[src/rtl/vga_timing.sv]
// 640x480@60 VGA pixel timing generator on clk_50, with clk_25 sampled as data for a pixel enable.
// Define VGA_TEST_PATTERN_EN to drive rgb with an eight-bar colour pattern; otherwise rgb is tied to zero.
module vga_timing #(
  parameter int H_VIS    = 640,
  parameter int H_FP     = 16,
  parameter int H_SYNC   = 96,
  parameter int H_BP     = 48,
  parameter int V_VIS    = 480,
  parameter int V_FP     = 10,
  parameter int V_SYNC   = 2,
  parameter int V_BP     = 33,
  parameter int SYNC_POL = 0,
  parameter int CNT_W    = 10
) (
  input  logic             clk_50,
  input  logic             reset_n,
  input  logic             clk_25,
  output logic             hsync,
  output logic             vsync,
  output logic             video_on,
  output logic [CNT_W-1:0] x,
  output logic [CNT_W-1:0] y,
  output logic             line_start,
  output logic             frame_start,
  output logic [11:0]      rgb
);

  localparam int H_TOTAL = H_VIS + H_FP + H_SYNC + H_BP;
  localparam int V_TOTAL = V_VIS + V_FP + V_SYNC + V_BP;

  generate
    if (H_TOTAL > (1 << CNT_W) || V_TOTAL > (1 << CNT_W)) begin : g_param_check
      $error("vga_timing: H_TOTAL/V_TOTAL do not fit in CNT_W bits");
    end
  endgenerate

  localparam logic [CNT_W-1:0] H_LAST   = CNT_W'(H_TOTAL - 1);
  localparam logic [CNT_W-1:0] V_LAST   = CNT_W'(V_TOTAL - 1);
  localparam logic [CNT_W-1:0] H_VIS_C  = CNT_W'(H_VIS);
  localparam logic [CNT_W-1:0] V_VIS_C  = CNT_W'(V_VIS);
  localparam logic [CNT_W-1:0] HS_FIRST = CNT_W'(H_VIS + H_FP);
  localparam logic [CNT_W-1:0] HS_FINAL = CNT_W'(H_VIS + H_FP + H_SYNC - 1);
  localparam logic [CNT_W-1:0] VS_FIRST = CNT_W'(V_VIS + V_FP);
  localparam logic [CNT_W-1:0] VS_FINAL = CNT_W'(V_VIS + V_FP + V_SYNC - 1);
  localparam logic             SYNC_ACT  = (SYNC_POL != 0);
  localparam logic             SYNC_IDLE = !SYNC_ACT;

  logic             clk_25_q;
  logic             pix_ce;
  logic [CNT_W-1:0] x_q, x_d;
  logic [CNT_W-1:0] y_q, y_d;
  logic             hsync_q, hsync_d;
  logic             vsync_q, vsync_d;
  logic             video_on_q, video_on_d;
  logic             line_start_q;
  logic             frame_start_q;

  assign pix_ce = clk_25 & ~clk_25_q;

  always_comb begin
    x_d = x_q;
    y_d = y_q;
    if (pix_ce) begin
      if (x_q == H_LAST) begin
        x_d = '0;
        y_d = (y_q == V_LAST) ? '0 : y_q + CNT_W'(1);
      end else begin
        x_d = x_q + CNT_W'(1);
      end
    end
  end

  // Decode from the next counter values so registered flags line up with x/y.
  always_comb begin
    hsync_d    = (x_d >= HS_FIRST && x_d <= HS_FINAL) ? SYNC_ACT : SYNC_IDLE;
    vsync_d    = (y_d >= VS_FIRST && y_d <= VS_FINAL) ? SYNC_ACT : SYNC_IDLE;
    video_on_d = (x_d < H_VIS_C) && (y_d < V_VIS_C);
  end

  always_ff @(posedge clk_50) begin
    if (!reset_n) begin
      clk_25_q      <= 1'b0;
      x_q           <= H_LAST;
      y_q           <= V_LAST;
      hsync_q       <= SYNC_IDLE;
      vsync_q       <= SYNC_IDLE;
      video_on_q    <= 1'b0;
      line_start_q  <= 1'b0;
      frame_start_q <= 1'b0;
    end else begin
      clk_25_q      <= clk_25;
      line_start_q  <= 1'b0;
      frame_start_q <= 1'b0;
      if (pix_ce) begin
        x_q           <= x_d;
        y_q           <= y_d;
        hsync_q       <= hsync_d;
        vsync_q       <= vsync_d;
        video_on_q    <= video_on_d;
        line_start_q  <= (x_d == '0);
        frame_start_q <= (x_d == '0) && (y_d == '0);
      end
    end
  end

  assign x           = x_q;
  assign y           = y_q;
  assign hsync       = hsync_q;
  assign vsync       = vsync_q;
  assign video_on    = video_on_q;
  assign line_start  = line_start_q;
  assign frame_start = frame_start_q;

`ifdef VGA_TEST_PATTERN_EN
  localparam logic [CNT_W-1:0] BAR_W = CNT_W'(H_VIS / 8);

  logic [CNT_W-1:0] bar_idx;
  logic [11:0]      bar_rgb;
  logic [11:0]      rgb_q;

  always_comb begin
    bar_idx = x_d / BAR_W;
    case (bar_idx)
      CNT_W'(0): bar_rgb = 12'hFFF;
      CNT_W'(1): bar_rgb = 12'hFF0;
      CNT_W'(2): bar_rgb = 12'h0FF;
      CNT_W'(3): bar_rgb = 12'h0F0;
      CNT_W'(4): bar_rgb = 12'hF0F;
      CNT_W'(5): bar_rgb = 12'hF00;
      CNT_W'(6): bar_rgb = 12'h00F;
      default:   bar_rgb = 12'h000;
    endcase
  end

  always_ff @(posedge clk_50) begin
    if (!reset_n) begin
      rgb_q <= 12'h000;
    end else if (pix_ce) begin
      rgb_q <= video_on_d ? bar_rgb : 12'h000;
    end
  end

  assign rgb = rgb_q;
`else
  assign rgb = 12'h000;
`endif

endmodule

[config.mk]
export PLATFORM = sky130hd
export DESIGN_NAME = vga_timing
export DESIGN_NICKNAME = d
export VERILOG_FILES = /design/src/rtl/vga_timing.sv
export SDC_FILE = /design/constraint.sdc
export NUM_CORES = 1
export LEC_CHECK = 0
export ABC_AREA = 1
export ABC_CLOCK_PERIOD_IN_PS = 2000
export BUFFER_PORTS_ARGS = -buffer_cell sky130_fd_sc_hd__buf_2
export CAP_MARGIN = 25
export CORE_MARGIN = 2
export CORE_UTILIZATION = 25
export CTS_CLUSTER_SIZE = 8
export DETAILED_ROUTE_END_ITERATION = 16
export GPL_TIMING_DRIVEN = 0
export SYNTH_ARGS = -nofsm -noshare
export SYNTH_HDL_FRONTEND = slang
export SYNTH_SLANG_ARGS = --single-unit
[constraint.sdc]
create_clock -name clk_50 -period 2 [get_ports clk_50]
set_input_delay 0.4 -clock clk_50 [delete_from_list [all_inputs] [get_ports clk_50]]
set_output_delay 0.4 -clock clk_50 [all_outputs]
set_load 0.005 [all_outputs]
==> metrics.md, run 1 <==
| Metric | Value |
|---|---|
| Run status | `finished clean` |
| Number of setup violations in the final report | `0` |
| Power density normalized to cell area | `787 nW/um^2` |
| Int Pwr | `1.10 mW` |
| Flop pwr share | `37.1%` |
| Sw Ratio | `35.4%` |
| Floorplan die height | `85.5 um` |
| Post-Route Utilization | `33.9%` |
| Top area cells in the synthesized netlist | `sky130_fd_sc_hd__dfxtp_1 (31%), sky130_fd_sc_hd__nand2_1 (14%), sky130_fd_sc_hd__nor2_1 (9.7%), sky130_fd_sc_hd__inv_1 (7.0%), sky130_fd_sc_hd__buf_4 (5.9%)` |
| Via total after detailed routing | `1,687` |
| Largest buffer count on any clock path | `2` |
| Post-Place Cell Area | `1930 sq um` |
| H-tree depth | `1` |
| Number of top-level design ports | `40` |
| Pre-antenna DRT Iters | `4` |
| Slew Limit Headroom | `65.9%` |
| Share of final-layout standard cells stronger than drive strength 1 | `30.7%` |
| Layout net count | `310` |
| EDFF count, synth | `0` |
| Number of warning messages in the yosys log | `0` |
| WS Path Type | `register to register` |
| Flops & latches, synth | `26` |
| Arrival time reported for the critical path endpoint | `2.14 ns` |
| Highest-count cells in the layout ignoring fill and taps | `sky130_fd_sc_hd__nand2_1 (58), sky130_fd_sc_hd__nor2_1 (38), sky130_fd_sc_hd__inv_1 (30)` |
| Total area of multi-input combinational cells | `1020 sq um` |
| Mean Syn Cell Area | `6.48 sq um` |
| Number of antenna violations at the first check in global routing | `0` |
| Post-route setup slack | `0.0366 ns` |
| Port Buffers | `27` |
| Share of synthesized registers carrying an async set or reset | `0%` |
| Initial drt markers | `66` |
| Mapped Cells | `256` |
| Clk slew on worst S/H paths | `0.10 ns` |
| Final period demand of the worst path | `1.96 ns` |
| DR WL/cell | `11.5 um` |
| Share of the yosys chip area belonging to registers | `31.4%` |
| Sinks on Clock Net | `26` |
| Switching power summed over all nets | `0.602 mW` |
| Leading cell type in the layout, fill and taps excluded | `sky130_fd_sc_hd__nand2_1` |
| Aggregate negative setup slack | `0 ns` |
| Synth-to-layout area growth | `30.3%` |
| Worst skew pair latency | `0.28 ns` |
| Post-synth top flop | `sky130_fd_sc_hd__dfxtp_1` |
| Starting Density | `26.0%` |
| Sequential cell area | `533 sq um` |
| Nature of the critical path endpoint | `register` |
| Total grt overflow | `0` |
| Final period utilization | `98.2%` |
| Max cap viols | `0` |
| Required time of the critical path | `2.18 ns` |
| Worst-path fanout max | `5` |
| Place WS | `-0.147 ns` |
| Wire length of the first global-routing pass | `6.99 mm` |
| Cell area after synthesis | `1660 sq um` |
| Worst setup SP type | `register` |
| Final number of hold-violating endpoints | `0` |
| Residual DRC | `0` |
| Die Footprint | `7300 sq um` |
| Antenna Nets Post-Route | `0` |
| Worst Tran Pin Value | `0.512 ns` |
| Total wirelength of the detailed-routed design | `4.37 mm` |
| Site row count | `29` |
| Setup clock skew after layout | `0.0105 ns` |
| VDD IR max | `0.379 mV` |
| X dimension of the die | `85.5 um` |
| Distinct cell type count of the synthesized netlist | `30` |
| Area fraction of the dominant cell type after synthesis | `31.4%` |
| Portion of total power attributed to combinational logic | `36.5%` |
| Largest net degree at the start of global routing | `16` |
| Clock Power Share | `26.5%` |
| TritonCTS clock tree | `built` |
| Layout filler cell count | `695` |
| Total global-route track usage | `11.8%` |
| HP Class | `input pin to register` |
| Final slew viol count | `0` |
| Power, Total | `1.70 mW` |
| Largest area contributor in the netlist | `sky130_fd_sc_hd__dfxtp_1` |
| Global placement routability congestion | `0.811` |
| RSZ-0062 raised after global routing | `true` |
| Detail-routed via count per cell | `4.44` |
| Max frequency | `509 MHz` |
| Cell area after layout | `2160 sq um` |
| Total half-perimeter wirelength after legalization and detailed placement | `3.18 mm` |
| Clock root cell | `sky130_fd_sc_hd__clkbuf_8` |
| Via count of the first global-routing pass | `1,537` |
| Diode count | `0` |
| Number of clock buffers inserted by TritonCTS | `3` |
| Standard cell core area | `6390 sq um` |
| Leakage component of the power | `1.10 nW` |
## synthesized netlist by cell type (2+ instances only)
master	count
sky130_fd_sc_hd__nor2_1	43
sky130_fd_sc_hd__nor2_4	3
sky130_fd_sc_hd__inv_2	2
sky130_fd_sc_hd__o21ai_0	9
sky130_fd_sc_hd__or2_2	3
sky130_fd_sc_hd__buf_2	2
sky130_fd_sc_hd__clkbuf_1	2
sky130_fd_sc_hd__inv_1	31
sky130_fd_sc_hd__nand2_1	61
sky130_fd_sc_hd__nand4_1	9
sky130_fd_sc_hd__nand3b_1	3
sky130_fd_sc_hd__nand2_2	7
sky130_fd_sc_hd__o211ai_1	2
sky130_fd_sc_hd__dfxtp_1	26
sky130_fd_sc_hd__xor2_1	3
sky130_fd_sc_hd__a21oi_1	4
sky130_fd_sc_hd__ha_1	3
sky130_fd_sc_hd__nand3_1	19
sky130_fd_sc_hd__buf_4	13
## kinds of logic after synthesis
family	after synthesis	share of synthesized area [%]
buffers and inverters	51	15.3
adder cells (fa/ha/maj)	3	2.26
XOR/XNOR	4	2.56
other	1	0.226
AND/OR/NAND/NOR	152	41.5
AO/OA/AOI/OAI	19	6.79
flip-flops	26	31.4
## power groups by stage
| stage | Combinational [mW] | Clock, mW | Sequential (mW) |
|---|---|---|---|
| floorplan | 0.390 | 0 | 0.625 |
| global placement | 0.520 | 0 | 0.632 |
| detailed placement | 0.523 | 0 | 0.633 |
| CTS | 0.532 | 0.463 | 0.623 |
| global route | 0.696 | 0.484 | 0.640 |
| finish | 0.621 | 0.450 | 0.631 |
## flip-flops by register name, indices dropped and copies added (netlist names)
register,cells
x,10
y,10
clk_25_q,1
frame_start,1
hsync,1
line_start,1
video_on,1
vsync,1
## through the flow
| step | instances | hold WS, ns |
|---|---|---|
| final | 380 | 0.306 |
| after detailed placement | 371 | 0.457 |
| after CTS | 375 | 0.300 |
| after global routing | 380 | 0.311 |
| after global placement | 371 | 0.450 |
| after floorplan | 267 | 0.460 |
## cell type report
cell class              instances  area share [%]
clock buffers                   3            1.91
flip-flops and latches         26            24.7
multi-input cells             190            47.0
repair buffers                 32            8.80
inverters                      33            5.73
plain buffers                  18            6.02
clock inverters                 1            1.39
well taps                      77            4.46
## per-layer routing
metal | track usage (%) | part of all wire (%)
met1 | 15.6 | 47
met2 | 19.7 | 46
met3 | 2.33 | 6.6
met4 | 2.89 | 0.53
met5 | 0 | 0
## final timing paths
| check | cells after the start | slack, ns | startpoint | to |
|---|---|---|---|---|
| setup / recovery | 15 | 0.04 | x[0] | vsync |
| hold / removal | 2 | 0.31 | reset_n | x[0] |
| setup reg to reg | 15 | 0.04 | x[0] | vsync |
| hold reg to reg | 2 | 0.47 | video_on | video_on |
## repair_timing
action,4_1_cts,5_1_grt
cloned,0,1
resized for setup,6,25
setup buffers,0,4
hold buffers,0,0
pin swaps,1,7
endpoints found under the setup margin,3,4
## critical path, cell delays in order (launching register included)
cell,delay [ns]
sky130_fd_sc_hd__dfxtp_4,0.39
sky130_fd_sc_hd__ha_4,0.16
sky130_fd_sc_hd__nand2_4,0.05
sky130_fd_sc_hd__nor2_4,0.12
sky130_fd_sc_hd__nand2_2,0.07
sky130_fd_sc_hd__nor2_4,0.21
sky130_fd_sc_hd__buf_8,0.16
sky130_fd_sc_hd__nand2_4,0.05
sky130_fd_sc_hd__nand2_4,0.06
sky130_fd_sc_hd__nand2_4,0.05
sky130_fd_sc_hd__inv_2,0.05
sky130_fd_sc_hd__nand3_2,0.05
sky130_fd_sc_hd__nor2_1,0.13
sky130_fd_sc_hd__nand2_1,0.10
sky130_fd_sc_hd__o21ai_2,0.15
sky130_fd_sc_hd__nand2_1,0.06
Power figures use the tool's default switching activity.
==> inputs of run 2 (changes only) <==
--- a/config.mk
+++ b/config.mk
@@ -14,6 +14,7 @@
 export CTS_CLUSTER_SIZE = 8
 export DETAILED_ROUTE_END_ITERATION = 16
 export GPL_TIMING_DRIVEN = 0
+export SETUP_SLACK_MARGIN = 0.05
 export SYNTH_ARGS = -nofsm -noshare
 export SYNTH_HDL_FRONTEND = slang
 export SYNTH_SLANG_ARGS = --single-unit
==> run 2 against run 1 <==
Against the previous run:
- via count grew 0.95%
- clock power is essentially flat
- sequential share of layout area shrank 0.32 points
- maximum frequency grew 2.6%
- clock skew grew 0.00073 ns
- register-to-register slack gained 0.05 ns
- count of clock-buffer cells in the layout is the same
- wire length grew 0.27%
- global-route usage grew 0.20 points
- first-iteration DRC count shrank 6.1%
- largest power group is now combinational cells
- highest routed layer unchanged
==> metrics.md, run 2 (synthesis results as in run 1) <==
| Metric | Value |
|---|---|
| Total grt overflow | `0 (unchanged)` |
| Highest-count cells in the layout ignoring fill and taps | `sky130_fd_sc_hd__nand2_1 (59), sky130_fd_sc_hd__nor2_1 (35), sky130_fd_sc_hd__inv_1 (30)` |
| Worst setup SP type | `register` |
| Worst Hold Endpoint | `x[0]` |
| Total instance count after detailed placement | `371 (unchanged)` |
| Nature of the critical path endpoint | `register` |
| Worst r2r src | `x[0]` |
| Wire length of the first global-routing pass | `7.11 mm (+1.8%)` |
| Sequential cell area | `536 sq um (+0.47%)` |
| Met1 Wirelength | `2.02 mm (-0.74%)` |
| Final slew viol count | `0 (unchanged)` |
| Synth-to-layout area growth | `32.7%` |
| Number of setup violations in the final report | `0 (unchanged)` |
| Max frequency | `523 MHz (+2.6%)` |
| Floorplan die height | `85.5 um (unchanged)` |
| Initial drt markers | `62 (-6.1%)` |
| DR WL/cell | `11.5 um (about the same)` |
| Required time of the critical path | `2.18 ns (about the same)` |
| Worst-path fanout max | `5 (unchanged)` |
| Met3 wirelength from detailed routing | `282 um (-1.7%)` |
| Global placement routability congestion | `0.811 (unchanged)` |
| Standard cell core area | `6390 sq um (unchanged)` |
| Largest buffer count on any clock path | `2 (unchanged)` |
| Die Footprint | `7300 sq um (unchanged)` |
| Highest layer used for signal routing | `met4` |
| TritonCTS clock tree | `built` |
| Share of final-layout standard cells stronger than drive strength 1 | `32.2% (+1.5 points)` |
| Worst Tran Pin Value | `0.500 ns (-0.0117 ns)` |
| Layout filler cell count | `681 (-2.0%)` |
| Pre-antenna DRT Iters | `4 (unchanged)` |
| Final number of hold-violating endpoints | `0 (unchanged)` |
| R2R depth | `16 (+1)` |
| Post-Place Cell Area | `1930 sq um (unchanged)` |
| Number of top-level design ports | `40 (unchanged)` |
| Worst hold slack | `0.300 ns (-0.00660 ns)` |
| Antenna Nets Post-Route | `0 (unchanged)` |
| WS Path Type | `register to register` |
| Clock root cell | `sky130_fd_sc_hd__clkbuf_8` |
| Worst R2R Setup Slack | `0.09 ns (+0.05 ns)` |
| Number of antenna violations at the first check in global routing | `0 (unchanged)` |
| Max cap viols | `0 (unchanged)` |
| Layout net count | `311 (+0.32%)` |
| Final non-filler cell total | `381 (+0.26%)` |
| Number of clock buffers inserted by TritonCTS | `3 (unchanged)` |
| HP Start | `reset_n` |
| Via count of the first global-routing pass | `1,560 (+1.5%)` |
| Run status | `finished clean` |
| HP Class | `input pin to register` |
| Worst skew pair latency | `0.28 ns (about the same)` |
| Arrival time reported for the critical path endpoint | `2.10 ns (-0.04 ns)` |
| Slew Limit Headroom | `66.7% (+0.78 points)` |
| Power density normalized to cell area | `782 nW/um^2 (-0.63%)` |
| Place WS | `-0.147 ns (unchanged)` |
| Post-route setup slack | `0.0872 ns (+0.0505 ns)` |
| Largest net degree at the start of global routing | `16 (unchanged)` |
| Total half-perimeter wirelength after legalization and detailed placement | `3.18 mm (unchanged)` |
| Number of instances on the worst hold path | `2 (unchanged)` |
| RSZ-0062 raised after global routing | `true` |
| Via total after detailed routing | `1,703 (+0.95%)` |
| Final period demand of the worst path | `1.91 ns (-0.0505 ns)` |
| Port Buffers | `27 (unchanged)` |
| Final period utilization | `95.6% (-2.5 points)` |
| Setup clock skew after layout | `0.0112 ns (+0.000734 ns)` |
| Starting Density | `26.0% (unchanged)` |
| X dimension of the die | `85.5 um (unchanged)` |
| Leading cell type in the layout, fill and taps excluded | `sky130_fd_sc_hd__nand2_1` |
| VDD IR max | `0.321 mV (-15%)` |
| Detail-routed via count per cell | `4.47 (+0.68%)` |
| Total area of multi-input combinational cells | `1040 sq um (+2.0%)` |
| Number of buffers added to fix hold violations after cts | `0 (unchanged)` |
| Leakage component of the power | `1.11 nW (+0.50%)` |
| H-tree depth | `1 (unchanged)` |
| Total wirelength of the detailed-routed design | `4.38 mm (+0.27%)` |
| Met2 Wirelength | `2.02 mm (+0.15%)` |
| Total global-route track usage | `12.0% (+0.20 points)` |
| Clk slew on worst S/H paths | `0.10 ns (about the same)` |
| Sinks on Clock Net | `26 (unchanged)` |
| Residual DRC | `0 (unchanged)` |
| Post-Route Utilization | `34.5% (+0.61 points)` |
| Site row count | `29 (unchanged)` |
| Terminus of the critical flop-to-flop path | `vsync` |
| Diode count | `0 (unchanged)` |
| Cell area after layout | `2200 sq um (+1.8%)` |
==> run 2: metrics by stage <==
stage | total power [mW] | setup TNS, ns
after floorplan | 1.01 | 0
after global placement | 1.15 | -0.291
after detailed placement | 1.16 | -0.237
after CTS | 1.67 | 0
after global routing | 1.83 | -0.00980
final | 1.72 | 0
==> run 2: cell type report <==
type	count	share of cell area (%)
Buffer	18	6.03
Clock buffer	3	1.88
Clock inverter	1	1.36
Inverter	33	5.63
Multi-Input combinational cell	190	47.1
Sequential cell	26	24.3
Tap cell	77	4.38
Timing Repair Buffer	33	9.27
==> run 2: report_power, final <==
group	switching, mW	internal (mW)	total (mW)
clock	0.183	0.268	0.452
sequential	0.0629	0.569	0.632
combinational	0.372	0.267	0.639
==> run 2: critical path, stage by stage (launching register included) <==
cell	delay, ns
sky130_fd_sc_hd__dfxtp_4	0.39
sky130_fd_sc_hd__ha_4	0.16
sky130_fd_sc_hd__nand2_4	0.05
sky130_fd_sc_hd__nor2_4	0.11
sky130_fd_sc_hd__nand2_2	0.07
sky130_fd_sc_hd__nor2_4	0.14
sky130_fd_sc_hd__buf_6	0.11
sky130_fd_sc_hd__buf_8	0.11
sky130_fd_sc_hd__nand2_4	0.05
sky130_fd_sc_hd__nand2_4	0.06
sky130_fd_sc_hd__nand2_4	0.05
sky130_fd_sc_hd__inv_2	0.05
sky130_fd_sc_hd__nand3_2	0.05
sky130_fd_sc_hd__nor2_1	0.11
sky130_fd_sc_hd__nand2_1	0.10
sky130_fd_sc_hd__o21ai_2	0.14
sky130_fd_sc_hd__nand2_1	0.06
==> run 2: repair_timing <==
| action | CTS | global route |
|---|---|---|
| pin swaps | 2 | 15 |
| gates cloned | 1 | 0 |
| endpoints found under the setup margin | 5 | 5 |
| resized for setup | 7 | 36 |
| setup buffers | 2 | 4 |
==> run 2: metal layers <==
| metal | GRT usage [%] | vias up |
|---|---|---|
| met2 | 20.0 | 61 |
| li1 | - | 876 |
| met1 | 15.9 | 758 |
| met5 | 0 | - |
| met4 | 3.17 | 0 |
| met3 | 2.33 | 8 |
==> run 2: how the worst max path moves through the flow <==
stage	slack, ns	end	startpoint	cells past startpoint
final	0.09	vsync	x[0]	16
after detailed placement	-0.15	vsync	clk_25	11
after floorplan	0.22	vsync	x[0]	15
after CTS	0.07	vsync	y[0]	14
after global placement	-0.16	vsync	clk_25	11
after global routing	-0.009	vsync	x[0]	14
==> inputs of run 3 (changes only) <==
--- a/config.mk
+++ b/config.mk
@@ -10,10 +10,11 @@
 export BUFFER_PORTS_ARGS = -buffer_cell sky130_fd_sc_hd__buf_2
 export CAP_MARGIN = 25
 export CORE_MARGIN = 2
-export CORE_UTILIZATION = 25
+export CORE_UTILIZATION = 50
 export CTS_CLUSTER_SIZE = 8
 export DETAILED_ROUTE_END_ITERATION = 16
 export GPL_TIMING_DRIVEN = 0
+export PLACE_DENSITY = 0.75
 export SETUP_SLACK_MARGIN = 0.05
 export SYNTH_ARGS = -nofsm -noshare
 export SYNTH_HDL_FRONTEND = slang
==> run 3 against run 2 <==
Against the previous run:
- first-iteration DRC count rose by 85%
- sequential share of layout area rose by 0.51 points
- maximum frequency rose by 2.4%
- setup slack improved by 0.044 ns
- clock skew fell by 0.0060 ns
- utilization rose by 35 points
- largest power group unchanged
==> metrics.md, run 3 (synthesis results as in run 1) <==
| Metric | Value |
|---|---|
| VDD IR max | `0.576 mV (+79%)` |
| Highest-count cells in the layout ignoring fill and taps | `sky130_fd_sc_hd__nand2_1 (56), sky130_fd_sc_hd__nor2_1 (36), sky130_fd_sc_hd__inv_1 (31)` |
| Leakage component of the power | `1.11 nW (about the same)` |
| Logic depth of the worst path, buffers included | `12 (-4)` |
| Required time of the critical path | `2.28 ns (+0.10 ns)` |
| Cell type of the slowest stage on the worst timing path | `sky130_fd_sc_hd__dfxtp_1` |
| Worst Tran Pin Value | `0.540 ns (+0.0394 ns)` |
| Max cap viols | `0 (unchanged)` |
| R2R depth | `12 (-4)` |
| Worst R2R Setup Slack | `0.13 ns (+0.04 ns)` |
| Critical path's most frequent cell | `sky130_fd_sc_hd__nor2_1` |
| Setup clock skew after layout | `0.00515 ns (-0.00604 ns)` |
| Max frequency | `535 MHz (+2.4%)` |
| Worst r2r src | `x[5]` |
| Aggregate negative setup slack | `0 ns (unchanged)` |
| Arrival time reported for the critical path endpoint | `2.15 ns (+0.05 ns)` |
| Starting Density | `53.5% (+27 points)` |
| Layout net count | `314 (+0.96%)` |
| Met1 Wirelength | `1.95 mm (-3.7%)` |
| Final non-filler cell total | `351 (-7.9%)` |
| Sinks on Clock Net | `26 (unchanged)` |
| Family of cells with the greatest summed delay on the critical path | `simple AND/OR/NAND/NOR gates` |
| Clk slew on worst S/H paths | `0.15 ns (+0.05 ns)` |
| TritonCTS clock tree | `built` |
| Via count of the first global-routing pass | `1,315 (-16%)` |
| RSZ-0062 raised after global routing | `true` |
| Number of setup violations in the final report | `0 (unchanged)` |
| Final period utilization | `93.4% (-2.2 points)` |
| Standard cell core area | `3100 sq um (-51%)` |
| Switching power summed over all nets | `0.596 mW (-3.6%)` |
| Global placement routability congestion | `0.837 (+3.2%)` |
| Nature of the critical path endpoint | `register` |
| Worst setup SP type | `register` |
| Power density normalized to cell area | `766 nW/um^2 (-2.1%)` |
| Final slew viol count | `0 (unchanged)` |
| WS Path Type | `register to register` |
| Via total after detailed routing | `1,717 (+0.82%)` |
| Clock Power Share | `22.6% (-3.6 points)` |
| Met2 Wirelength | `1.84 mm (-8.9%)` |
| Worst skew pair latency | `0.33 ns (+0.05 ns)` |
| Setup crit end | `frame_start` |
| X dimension of the die | `61.6 um (-28%)` |
| Floorplan die height | `61.6 um (-28%)` |
| Source of the critical timing path | `x[5]` |
| Final period demand of the worst path | `1.87 ns (-0.0443 ns)` |
| Die Footprint | `3800 sq um (-48%)` |
| Number of clock buffers inserted by TritonCTS | `3 (unchanged)` |
| Flop pwr share | `38.0% (+1.3 points)` |
| Synth-to-layout area growth | `29.3%` |
| Worst path bufs/invs | `3 (unchanged)` |
| Slew Limit Headroom | `64.0% (-2.6 points)` |
| Share of final-layout standard cells stronger than drive strength 1 | `33.2% (+0.99 points)` |
| DR WL/cell | `11.5 um (+0.31%)` |
| Antenna Nets Post-Route | `0 (unchanged)` |
| Total instance count after detailed placement | `338 (-8.9%)` |
| Clock root cell | `sky130_fd_sc_hd__clkbuf_4` |
| Int Pwr | `1.05 mW (-5.1%)` |
| Layout filler cell count | `276 (-59%)` |
| Cells traversed along the worst timing path | `buf_2, nor2_2, nand3_2, nor2_4, clkbuf_16, buf_4, nand2_1, o21ai_2, nand4_1, nor2_1, nand3_1, nor2_1` |
| Site row count | `20 (-31%)` |
| Leading cell type in the layout, fill and taps excluded | `sky130_fd_sc_hd__nand2_1` |
| Sw Ratio | `36.3% (+0.37 points)` |
| Pre-antenna DRT Iters | `4 (unchanged)` |
| Worst-path fanout max | `8 (+3)` |
| Total global-route track usage | `21.2% (+9.3 points)` |
| Number of antenna violations at the first check in global routing | `0 (unchanged)` |
| Residual DRC | `0 (unchanged)` |
| Largest net degree at the start of global routing | `16 (unchanged)` |
| Number of top-level design ports | `40 (unchanged)` |
| Highest layer used for signal routing | `met4` |
| Portion of total power attributed to combinational logic | `39.4% (+2.3 points)` |
| Final number of hold-violating endpoints | `0 (unchanged)` |
| Total half-perimeter wirelength after legalization and detailed placement | `2.88 mm (-9.2%)` |
| Wire length of the first global-routing pass | `6.02 mm (-15%)` |
| Port Buffers | `27 (unchanged)` |
| Worst hold slack | `0.236 ns (-0.0642 ns)` |
| Total grt overflow | `0 (unchanged)` |
| Terminus of the critical flop-to-flop path | `frame_start` |
| Largest buffer count on any clock path | `2 (unchanged)` |
| HP Class | `input pin to register` |
| Initial drt markers | `115 (+85%)` |
| Met3 wirelength from detailed routing | `234 um (-17%)` |
| Total wirelength of the detailed-routed design | `4.05 mm (-7.6%)` |
| Number of buffers added to fix hold violations after cts | `0 (unchanged)` |
| Crit-path max cell delay | `0.34 ns (-0.05 ns)` |
| H-tree depth | `1 (unchanged)` |
| Run status | `finished clean` |
| Diode count | `0 (unchanged)` |
| Power, Total | `1.64 mW (-4.6%)` |
| Detail-routed via count per cell | `4.89 (+9.4%)` |
run 3: cell types whose count changed in the layout (fill, tap and decap cells not counted), moves of 3 or more:
cell	previous run	this run
sky130_fd_sc_hd__clkbuf_8	3	0
sky130_fd_sc_hd__nand2_1	59	56
sky130_fd_sc_hd__o21ai_1	4	1
sky130_fd_sc_hd__buf_4	17	21
sky130_fd_sc_hd__nand2_2	5	10
run 3: timing repair:
action / 4_1_cts / 5_1_grt
buffers inserted: 2 / 6
gates cloned: 0 / 1
pin swaps: 1 / 12
gates resized for setup: 4 / 32
endpoints found under the setup margin: 4 / 5
run 3: routing by layer:
layer | GRT usage [%] | up-vias
li1 | - | 884
met1 | 31.3 | 782
met2 | 32.3 | 49
met3 | 4.41 | 2
met4 | 3.65 | 0
met5 | 0 | -
run 3: worst min path at each step:
stage | cells after the start | end | startpoint
after detailed placement | 2 | hsync | hsync
after global placement | 2 | hsync | hsync
after global routing | 2 | x[0] | reset_n
after CTS | 2 | x[0] | reset_n
final | 2 | x[0] | reset_n
after floorplan | 2 | video_on | video_on
run 3: power by group through the flow:
stage	sequential [mW]	clock (mW)	combinational, mW
detailed placement	0.629	0	0.521
global placement	0.628	0	0.512
finish	0.624	0.372	0.647
floorplan	0.625	0	0.390
global route	0.633	0.399	0.732
CTS	0.618	0.382	0.547
run 3: area by class of cell:
| type | instances | area [sq um] | area share, % |
|---|---|---|---|
| Buffer | 18 | 130 | 6.06 |
| Clock buffer | 3 | 22.5 | 1.05 |
| Clock inverter | 1 | 30.0 | 1.40 |
| Inverter | 33 | 124 | 5.77 |
| Multi-Input combinational cell | 190 | 1030 | 48.0 |
| Sequential cell | 26 | 533 | 24.8 |
| Tap cell | 44 | 55.1 | 2.57 |
| Timing Repair Buffer | 36 | 220 | 10.3 |
run 3: worst reg2reg max path, cell delays in order, from the launching register on:
cell,delay (ns)
sky130_fd_sc_hd__dfxtp_1,0.34
sky130_fd_sc_hd__buf_2,0.16
sky130_fd_sc_hd__nor2_2,0.15
sky130_fd_sc_hd__nand3_2,0.09
sky130_fd_sc_hd__nor2_4,0.22
sky130_fd_sc_hd__clkbuf_16,0.18
sky130_fd_sc_hd__buf_4,0.11
sky130_fd_sc_hd__nand2_1,0.07
sky130_fd_sc_hd__o21ai_2,0.08
sky130_fd_sc_hd__nand4_1,0.10
sky130_fd_sc_hd__nor2_1,0.13
sky130_fd_sc_hd__nand3_1,0.08
sky130_fd_sc_hd__nor2_1,0.11
run 3: per-stage QoR:
stage	util [%]	setup WS (ns)	area, sq um
3_5_place_dp	60.9	-0.0958	1890
3_3_place_gp	60.9	-0.0753	1890
6_report	69.2	0.131	2150
2_1_floorplan	-	0.222	1700
4_1_cts	63.4	0.0579	1970
5_1_grt	69.2	-0.0176	2150
